File: src/rtl/rtc_bus_sched_if.sv
`default_nettype none
// +--------------------------------------------------------------------------+
// | Module   : rtc_bus_sched_if                                               |
// | Purpose  : Signal bundle between the RTC requesters, the shared-access    |
// |            scheduler and the RTC multiplexed address/data pins.           |
// | Modports : master - the scheduler. It owns the grants, the completions    |
// |                     and the RTC pins.                                      |
// |            slave  - the requester side plus the RTC pad (ad_in).          |
// | Signals  : req/req_wr/req_addr/req_wdata  per-requester request fields     |
// |            gnt/done/rdata/busy            per-requester results           |
// |            cs_n/rd_n/wr_n/ad_n/ad_out/ad_oe/ad_in  RTC bus                 |
// | Revision : 1.0  initial release                                           |
// +--------------------------------------------------------------------------+
interface rtc_bus_sched_if;
   // Requester side. Requester i uses bit i and byte lane [8i+7:8i].
   logic [2:0]  req;
   logic [2:0]  req_wr;
   logic [23:0] req_addr;
   logic [23:0] req_wdata;
   logic [2:0]  gnt;
   logic [2:0]  done;
   logic [7:0]  rdata;
   logic        busy;

   // RTC pin side. All strobes are active-low.
   logic        cs_n;
   logic        rd_n;
   logic        wr_n;
   logic        ad_n;
   logic [7:0]  ad_out;
   logic        ad_oe;
   logic [7:0]  ad_in;

   modport master (
      input  req, req_wr, req_addr, req_wdata, ad_in,
      output gnt, done, rdata, busy,
      output cs_n, rd_n, wr_n, ad_n, ad_out, ad_oe
   );

   modport slave (
      output req, req_wr, req_addr, req_wdata, ad_in,
      input  gnt, done, rdata, busy,
      input  cs_n, rd_n, wr_n, ad_n, ad_out, ad_oe
   );
endinterface
`default_nettype wire

File: src/rtl/rtc_bus_sched.sv
`default_nettype none
// +--------------------------------------------------------------------------+
// | Module   : rtc_bus_sched                                                  |
// | Purpose  : Shared-access scheduler and bus sequencer for the external    |
// |            RTC multiplexed address/data bus. Arbitrates between the init |
// |            sequencer (0), the while-true read loop (1) and the user      |
// |            write path (2). Each grant runs exactly one transaction:       |
// |            ADDR -> AHOLD -> DATA -> DHOLD, each TPH cycles long, then a   |
// |            one-cycle DONE pulse to the winner.                            |
// | Params   : TPH  cycles per bus phase, 1..255                              |
// | Ports    : CLK    system clock, rising edge                               |
// |            reset  asynchronous, active-low                                |
// |            bus    rtc_bus_sched_if.master (requests, grants, RTC pins)    |
// | Options  : RTC_SCHED_RR_EN  when defined, requesters 1 and 2 share the    |
// |            second priority level round-robin (2 first after reset).      |
// |            When undefined, the priority is fixed: 0 > 2 > 1.              |
// | Revision : 1.0  initial release                                           |
// +--------------------------------------------------------------------------+
module rtc_bus_sched #(
   parameter int unsigned TPH = 10
) (
   input  logic            CLK,
   input  logic            reset,
   rtc_bus_sched_if.master bus
);

   // Terminal value of the phase counter in every timed state.
   localparam logic [7:0] c_last_cnt = 8'(TPH - 1);

   typedef enum logic [2:0] {
      IDLE  = 3'd0,
      ADDR  = 3'd1,
      AHOLD = 3'd2,
      DATA  = 3'd3,
      DHOLD = 3'd4,
      DONE  = 3'd5
   } state_t;

   state_t      r_state;
   state_t      w_state_nxt;
   logic [7:0]  r_cnt;
   logic [7:0]  w_cnt_nxt;
   logic        w_phase_end;

   // Latched transaction, frozen for the whole grant.
   logic [2:0]  r_gnt;
   logic        r_wr;
   logic [7:0]  r_addr;
   logic [7:0]  r_wdata;
   logic [7:0]  r_rdata;

   // Arbitration result for the current IDLE cycle.
   logic [2:0]  w_pick;
   logic        w_grant;
   logic        w_sel_wr;
   logic [7:0]  w_sel_addr;
   logic [7:0]  w_sel_wdata;

   // Decoded outputs.
   logic [2:0]  w_done;
   logic        w_cs_n;
   logic        w_rd_n;
   logic        w_wr_n;
   logic        w_ad_n;
   logic        w_ad_oe;
   logic [7:0]  w_ad_out;

   assign w_phase_end = (r_cnt == c_last_cnt);
   assign w_grant     = (r_state == IDLE) && (|bus.req);

   // ------------------------------------------------------------------------
   // Arbitration
   // ------------------------------------------------------------------------
`ifdef RTC_SCHED_RR_EN
   // r_pri2 = 1 means requester 2 wins a tie against requester 1. The
   // requester granted last among {1,2} drops to the lower position.
   logic r_pri2;

   always_comb begin
      w_pick = 3'b000;
      if (bus.req[0]) begin
         w_pick = 3'b001;
      end else if (bus.req[1] && bus.req[2]) begin
         w_pick = r_pri2 ? 3'b100 : 3'b010;
      end else if (bus.req[2]) begin
         w_pick = 3'b100;
      end else if (bus.req[1]) begin
         w_pick = 3'b010;
      end
   end

   always_ff @(posedge CLK or negedge reset) begin
      if (!reset) begin
         r_pri2 <= 1'b1;
      end else if (w_grant) begin
         if (w_pick[1]) begin
            r_pri2 <= 1'b1;
         end else if (w_pick[2]) begin
            r_pri2 <= 1'b0;
         end
      end
   end
`else
   always_comb begin
      w_pick = 3'b000;
      if (bus.req[0]) begin
         w_pick = 3'b001;
      end else if (bus.req[2]) begin
         w_pick = 3'b100;
      end else if (bus.req[1]) begin
         w_pick = 3'b010;
      end
   end
`endif

   // Route the winner's request fields to the latch inputs.
   always_comb begin
      w_sel_wr    = bus.req_wr[2];
      w_sel_addr  = bus.req_addr[23:16];
      w_sel_wdata = bus.req_wdata[23:16];
      unique case (w_pick)
         3'b001: begin
            w_sel_wr    = bus.req_wr[0];
            w_sel_addr  = bus.req_addr[7:0];
            w_sel_wdata = bus.req_wdata[7:0];
         end
         3'b010: begin
            w_sel_wr    = bus.req_wr[1];
            w_sel_addr  = bus.req_addr[15:8];
            w_sel_wdata = bus.req_wdata[15:8];
         end
         default: begin
            w_sel_wr    = bus.req_wr[2];
            w_sel_addr  = bus.req_addr[23:16];
            w_sel_wdata = bus.req_wdata[23:16];
         end
      endcase
   end

   // ------------------------------------------------------------------------
   // Sequencer: state register
   // ------------------------------------------------------------------------
   always_ff @(posedge CLK or negedge reset) begin
      if (!reset) begin
         r_state <= IDLE;
         r_cnt   <= 8'd0;
      end else begin
         r_state <= w_state_nxt;
         r_cnt   <= w_cnt_nxt;
      end
   end

   // ------------------------------------------------------------------------
   // Sequencer: next state and pin decode
   // ------------------------------------------------------------------------
   always_comb begin
      w_state_nxt = r_state;
      w_cnt_nxt   = r_cnt + 8'd1;
      w_done      = 3'b000;
      w_cs_n      = 1'b1;
      w_rd_n      = 1'b1;
      w_wr_n      = 1'b1;
      w_ad_n      = 1'b1;
      w_ad_oe     = 1'b0;
      w_ad_out    = 8'h00;

      unique case (r_state)
         IDLE: begin
            w_cnt_nxt = 8'd0;
            if (w_grant) begin
               w_state_nxt = ADDR;
            end
         end

         ADDR: begin
            // The address phase is strobed on wr_n with ad_n low.
            w_cs_n   = 1'b0;
            w_wr_n   = 1'b0;
            w_ad_n   = 1'b0;
            w_ad_oe  = 1'b1;
            w_ad_out = r_addr;
            if (w_phase_end) begin
               w_state_nxt = AHOLD;
               w_cnt_nxt   = 8'd0;
            end
         end

         AHOLD: begin
            // Keep the address on the bus after the strobe rises.
            w_ad_n   = 1'b0;
            w_ad_oe  = 1'b1;
            w_ad_out = r_addr;
            if (w_phase_end) begin
               w_state_nxt = DATA;
               w_cnt_nxt   = 8'd0;
            end
         end

         DATA: begin
            w_cs_n = 1'b0;
            if (r_wr) begin
               w_wr_n   = 1'b0;
               w_ad_oe  = 1'b1;
               w_ad_out = r_wdata;
            end else begin
               // Pad released while the RTC drives the bus.
               w_rd_n = 1'b0;
            end
            if (w_phase_end) begin
               w_state_nxt = DHOLD;
               w_cnt_nxt   = 8'd0;
            end
         end

         DHOLD: begin
            if (w_phase_end) begin
               w_state_nxt = DONE;
               w_cnt_nxt   = 8'd0;
            end
         end

         DONE: begin
            w_done      = r_gnt;
            w_state_nxt = IDLE;
            w_cnt_nxt   = 8'd0;
         end

         default: begin
            w_state_nxt = IDLE;
            w_cnt_nxt   = 8'd0;
         end
      endcase
   end

   // ------------------------------------------------------------------------
   // Transaction latch and read capture
   // ------------------------------------------------------------------------
   always_ff @(posedge CLK or negedge reset) begin
      if (!reset) begin
         r_gnt   <= 3'b000;
         r_wr    <= 1'b0;
         r_addr  <= 8'h00;
         r_wdata <= 8'h00;
         r_rdata <= 8'h00;
      end else begin
         if (w_grant) begin
            r_gnt   <= w_pick;
            r_wr    <= w_sel_wr;
            r_addr  <= w_sel_addr;
            r_wdata <= w_sel_wdata;
         end else if (r_state == DONE) begin
            r_gnt   <= 3'b000;
         end

         // Sample on the edge that closes the last read-data cycle.
         if ((r_state == DATA) && w_phase_end && !r_wr) begin
            r_rdata <= bus.ad_in;
         end
      end
   end

   // ------------------------------------------------------------------------
   // Outputs
   // ------------------------------------------------------------------------
   assign bus.gnt    = r_gnt;
   assign bus.done   = w_done;
   assign bus.rdata  = r_rdata;
   assign bus.busy   = (r_state != IDLE);
   assign bus.cs_n   = w_cs_n;
   assign bus.rd_n   = w_rd_n;
   assign bus.wr_n   = w_wr_n;
   assign bus.ad_n   = w_ad_n;
   assign bus.ad_oe  = w_ad_oe;
   assign bus.ad_out = w_ad_out;

endmodule
`default_nettype wire

File: src/flat_wrapper.sv
// flat-port wrapper written by rule: the top's interface ports become plain ports
module rtc_bus_sched_flat 
#(
   parameter int unsigned TPH = 10
)
  (CLK, reset, bus_req, bus_req_wr, bus_req_addr, bus_req_wdata, bus_ad_in, bus_gnt, bus_done, bus_rdata, bus_busy, bus_cs_n, bus_rd_n, bus_wr_n, bus_ad_n, bus_ad_out, bus_ad_oe);
  rtc_bus_sched_if bus_i ();
  input  logic CLK;
  input  logic reset;
  input wire logic [$bits(bus_i.req)-1:0] bus_req;
  input wire logic [$bits(bus_i.req_wr)-1:0] bus_req_wr;
  input wire logic [$bits(bus_i.req_addr)-1:0] bus_req_addr;
  input wire logic [$bits(bus_i.req_wdata)-1:0] bus_req_wdata;
  input wire logic [$bits(bus_i.ad_in)-1:0] bus_ad_in;
  output wire logic [$bits(bus_i.gnt)-1:0] bus_gnt;
  output wire logic [$bits(bus_i.done)-1:0] bus_done;
  output wire logic [$bits(bus_i.rdata)-1:0] bus_rdata;
  output wire logic [$bits(bus_i.busy)-1:0] bus_busy;
  output wire logic [$bits(bus_i.cs_n)-1:0] bus_cs_n;
  output wire logic [$bits(bus_i.rd_n)-1:0] bus_rd_n;
  output wire logic [$bits(bus_i.wr_n)-1:0] bus_wr_n;
  output wire logic [$bits(bus_i.ad_n)-1:0] bus_ad_n;
  output wire logic [$bits(bus_i.ad_out)-1:0] bus_ad_out;
  output wire logic [$bits(bus_i.ad_oe)-1:0] bus_ad_oe;
  assign bus_i.req = bus_req;
  assign bus_i.req_wr = bus_req_wr;
  assign bus_i.req_addr = bus_req_addr;
  assign bus_i.req_wdata = bus_req_wdata;
  assign bus_i.ad_in = bus_ad_in;
  assign bus_gnt = bus_i.gnt;
  assign bus_done = bus_i.done;
  assign bus_rdata = bus_i.rdata;
  assign bus_busy = bus_i.busy;
  assign bus_cs_n = bus_i.cs_n;
  assign bus_rd_n = bus_i.rd_n;
  assign bus_wr_n = bus_i.wr_n;
  assign bus_ad_n = bus_i.ad_n;
  assign bus_ad_out = bus_i.ad_out;
  assign bus_ad_oe = bus_i.ad_oe;
  rtc_bus_sched #(.TPH(TPH)) u_core (.CLK(CLK), .reset(reset), .bus(bus_i));
endmodule
File: config.mk
export PLATFORM = sky130hd
export DESIGN_NAME = rtc_bus_sched_flat
export DESIGN_NICKNAME = d
export VERILOG_FILES = /design/src/rtl/rtc_bus_sched_if.sv /design/src/rtl/rtc_bus_sched.sv /design/src/flat_wrapper.sv
export SDC_FILE = /design/constraint.sdc
export NUM_CORES = 1
export LEC_CHECK = 0
export ABC_CLOCK_PERIOD_IN_PS = 4100
export CAP_MARGIN = 25
export CORE_ASPECT_RATIO = 1.2
export CORE_MARGIN = 2
export CORE_UTILIZATION = 48
export CTS_CLUSTER_DIAMETER = 120
export DETAILED_ROUTE_END_ITERATION = 16
export PLACE_DENSITY = 0.86
export SLEW_MARGIN = 20
export SYNTH_ARGS = -nofsm -noshare
export SYNTH_HDL_FRONTEND = slang
export SYNTH_SLANG_ARGS = --single-unit
File: constraint.sdc
create_clock -name CLK -period 4.1 [get_ports CLK]
set_input_delay 0.82 -clock CLK [delete_from_list [all_inputs] [get_ports CLK]]
set_output_delay 0.82 -clock CLK [all_outputs]
set_load 0.01 [all_outputs]
# Word-level counts from Yosys, hierarchy flattened
# Index checks and enable logic that the tools add are counted.
# Widths: inputs -> output; s select.
# word_totals
reg_bits	39
input_bits	64
out_inout_bits	28
# op_classes
n_addsub	1
eq_ne	13
muxes	26
n_reduce_logical	12
# ops
cell	n
$pmux 8 s2	3
$mux 3	10
$mux 8	3
$pmux 3 s5	1
$ne 2x1->1 const B	5
$eq 3x2->1 const B	3
$add 8x1->8 const B	1
$eq 8x4->1 const B	1
$eq 3x1->1 const B	2
$eq 3x3->1 const B	2
$pmux 1 s2	3
$mux 1	5
$reduce_and 5->1	1
$reduce_or 2->1	2
$reduce_or 4->1	1
$logic_and 1x1->1	3
$logic_not 3->1	1
$reduce_bool 3->1	1
$reduce_or 3->1	1
$mux 2	1
$reduce_bool 2->1	1
$logic_not 1->1	1

# Longest topological paths before layout
# logic_depth
ltp_word	5
ltp_mapped	5
ltp_nobuf	5

# Worst setup path after synthesis
# Ideal clock, no wire load.
# synth_timing
kind	flip-flop to output port
start	register u_core.r_state[1]
end	output port bus_ad_out[0]
arrival_ns	1.168
required_ns	3.280
setup_slack_ns	2.112
path_stages_with_launch	6
n_path_buf	2
cell_sequence	dfrtp_1 > buf_4 > nor2b_1 > buf_2 > nand2_1 > a21oi_1
# synth_via
elab_chain_len	3
word_cells_on_any_way	5
cone_classes	eq/ne (3); mux (1); reduce/logical (1)
# synth_rtl
item	line	source
start: declaration	rtc_bus_sched.sv:39	state_t r_state;
start signal: assignment	rtc_bus_sched.sv:148	r_state <= w_state_nxt;
$eq 3x1->1 or $eq 3x2->1 (tied branches)	rtc_bus_sched.sv:167	unique case (r_state)
$reduce_or 2->1 (no line)	-	
$pmux 8 s2 *	rtc_bus_sched.sv:167	
end: declaration	flat_wrapper.sv:23	output wire logic [$bits(bus_i.ad_out)-1:0] bus_ad_out;
# Mark *: on every way between the ends. The rest lies on a longest branch, timed or not.

# Final worst setup path
# layout_timing
start	register u_core.r_state[0]
end	output port bus_ad_out[0]
# The elaborated chain is that of the path after synthesis.

==> flow_metrics.tcl <==
set metrics [dict create \
    critPathRequiredTime_ns 3.28 \
    drc 0 \
    synth_top_area_share_pct 39.9 \
    synth_cells 268 \
    yosys.cell_types.count 37 \
    hold_path.class "flip-flop to flip-flop" \
    worstPathArrival_ns 2.75 \
    vias_per_cell 5.66 \
    crit_fanout 25 \
    io-pin-count 92 \
    first_global_vias 2062 \
    cp-end-kind "output pin" \
    power_density_nw_per_um2 342 \
    whs_ns 0.493 \
    post-synth-top-count-cell "dfrtp_1" \
    routedWlPerCell_um 15.2 \
    clock_sinks 39 \
    area_delta_synth_final_pct 39.6 \
    antenna_cells 0 \
    die_area_um2 5680 \
    synth-edff-count 0 \
    yosysSeqAreaShare_pct 39.9 \
    max-slew-margin-rel_pct 43.1 \
    cts.reportedPaths.clkPinSlew_ns 0.08 \
    wirelength_um 6190 \
    critPathLaunchType "flip-flop" \
    p_comb_share_pct 33.9 \
    worst_pin_slew_ns 0.852 \
    ys.flop_type "dfrtp_1" \
    tritoncts "built" \
    swShare_pct 32.3 \
    clk_path_buf_depth 2 \
    ys_ff_latch 39 \
    syn_nets 334 \
    peakVddDrop_v 0.000174 \
    max_cap_violations 0 \
    dpl.hpwl_um 4610 \
    fin_setup_tns_ns 0 \
    synth.area.top_cells "dfrtp_1 (40%), o21ai_0 (6.6%), o211ai_1 (5.8%)" \
    fmax_mhz 280 \
    status "finished clean" \
    nets 412 \
    clk_latency_ns 0.29 \
    intPower_uw 791 \
    antenna_found_initial 0 \
    clock_skew_ns 0.00871 \
    period_minus_slack_ns 3.57 \
    synth_area_um2 2440 \
    p_leak_nw 1.38 \
    critPathKind "flip-flop to output pin" \
    cts-buffers-inserted 5 \
    grt_pass1_wl_um 10000 \
    synth_area_per_cell_um2 9.12 \
    ant_nets 0 \
    h-tree-depth 2 \
    gp_congestion 0.828 \
    power_frac_clock_pct 22.2 \
    finalCritPeriodShare_pct 87.1 \
    p_switching_uw 377 \
    cts_root_buf "clkbuf_8" \
    drv_slew 0 \
    p_seq_share_pct 43.9 \
    rows 28 \
    start_util_pct 49.8 \
    drt-initial-drc-count 117 \
    rsz0062_at_grt "no" \
    vias 2298 \
    drtPass1Iterations 5 \
    holdBufCountCts 0 \
    setup_viol 0 \
    postCtsSetupBuffers 0 \
    grt_overflow 0 \
    yosys_warnings 0 \
    finalHoldViolations 0 \
    io_buffer_count 91 \
    core_um2 4900 \
    synthTopCellsByCount "dfrtp_1 (39), o21ai_0 (32), nand3_1 (20)" \
    fp.dieH_um 82.2 \
    drive_gt1_share_pct 7.80 \
    async_flop_share_pct 100 \
    die_w_um 69.2 \
    cts_resized 0 \
    grt_use_total_pct 22.0 \
    synth_area_leader_cell "dfrtp_1" \
    grt_max_degree 40 \
]
-- cell usage in the layout (no fill, tap or decap), types with 2 or more instances in the layout --
cell type	netlist	layout
a211oi_1	3	3
a21oi_1	16	16
a22oi_1	17	17
and2b_1	12	12
and3_1	11	11
buf_4	5	2
clkbuf_8	0	6
clkdlybuf4s50_1	0	90
dfrtp_1	39	39
ha_1	2	2
inv_1	5	5
mux2_2	8	8
nand2_1	11	11
nand2b_1	2	2
nand3_1	20	20
nand4_1	3	3
nor2_1	8	8
nor2b_1	16	16
nor3_4	2	2
o211ai_1	19	19
o21ai_0	32	32
or3_1	4	4
xor2_1	3	3
-- through the flow --
step	std cells	util (%)	instance area, µm²	power, mW	worst slack (ns)
2_1_floorplan	268	-	2440	0.727	2.11
3_3_place_gp	399	67.8	3320	0.900	1.04
3_5_place_dp	399	67.8	3320	0.915	0.890
4_1_cts	406	69.6	3410	1.17	0.558
5_1_grt	406	69.6	3410	1.24	0.412
6_report	406	69.6	3410	1.17	0.530
-- power by group through the flow --
stage | Clock, mW | Combinational (mW) | Sequential, mW
final | 0.259 | 0.396 | 0.513
after CTS | 0.262 | 0.398 | 0.511
after global placement | 0 | 0.383 | 0.517
after global routing | 0.279 | 0.435 | 0.522
after floorplan | 0 | 0.235 | 0.492
after detailed placement | 0 | 0.397 | 0.518
-- per-layer routing --
metal | part of all wire, % | global-route usage, % | routed length, µm | vias up
met2 | 48 | 37.0 | 3000 | 93
met4 | 1.4 | 7.06 | 87 | 0
met5 | 0 | 0 | 0 | -
met1 | 44 | 29.2 | 2700 | 1069
met3 | 6.5 | 4.13 | 404 | 8
li1 | - | - | - | 1128
-- logic make-up (layout without fill, tap and decap cells) --
family / count (synthesis) / in the layout / share of synthesized area [%]
multiplexers: 8 / 8 / 3.68
XOR/XNOR: 4 / 4 / 1.43
AO/OA/AOI/OAI: 91 / 91 / 23.3
buffers and inverters: 28 / 106 / 5.68
adder cells (fa/ha/maj): 2 / 2 / 1.02
AND/OR/NAND/NOR: 96 / 96 / 24.9
flip-flops: 39 / 39 / 39.9
-- state kept, by name (all words and copies together), names as in the netlist --
| register | cells |
|---|---|
| u_core.bus.rdata | 8 |
| u_core.r_addr | 8 |
| u_core.r_cnt | 8 |
| u_core.r_wdata | 8 |
| u_core.bus.gnt | 3 |
| u_core.r_state | 3 |
| u_core.r_wr | 1 |
-- area by class of cell --
type                    instances  area [µm²]
clock buffers                   6        82.6
clock inverters                 1        5.00
fillers                       396        1490
inverters                       6        22.5
multi-input cells             201        1330
flip-flops and latches         39         976
well taps                      60        75.1
repair buffers                 93         921
-- critical path, stage by stage (launching register included) --
cell             delay (ns)
dfrtp_1                0.77
nor2b_1                0.77
nand2_1                0.16
a21oi_1                0.20
clkdlybuf4s50_1        0.56
-- worst paths after layout --
path	slack [ns]	end	depth (start not counted)	start
max in group asynchronous	2.92	u_core.bus.gnt[1]$_DFFE_PN0P_	1	reset
worst min-delay path	0.49	u_core.r_cnt[0]$_DFF_PN0_	1	u_core.r_cnt[0]$_DFF_PN0_
worst max register to register	2.07	u_core.r_wr$_DFFE_PN0P_	4	u_core.r_state[0]$_DFFE_PN0P_
worst max-delay path	0.53	bus_ad_out[0]	4	u_core.r_state[0]$_DFFE_PN0P_
min in group asynchronous	0.63	u_core.r_cnt[5]$_DFF_PN0_	1	reset
worst min register to register	0.49	u_core.r_cnt[0]$_DFF_PN0_	1	u_core.r_cnt[0]$_DFF_PN0_
Note: power is estimated with default switching activity, not from simulation.
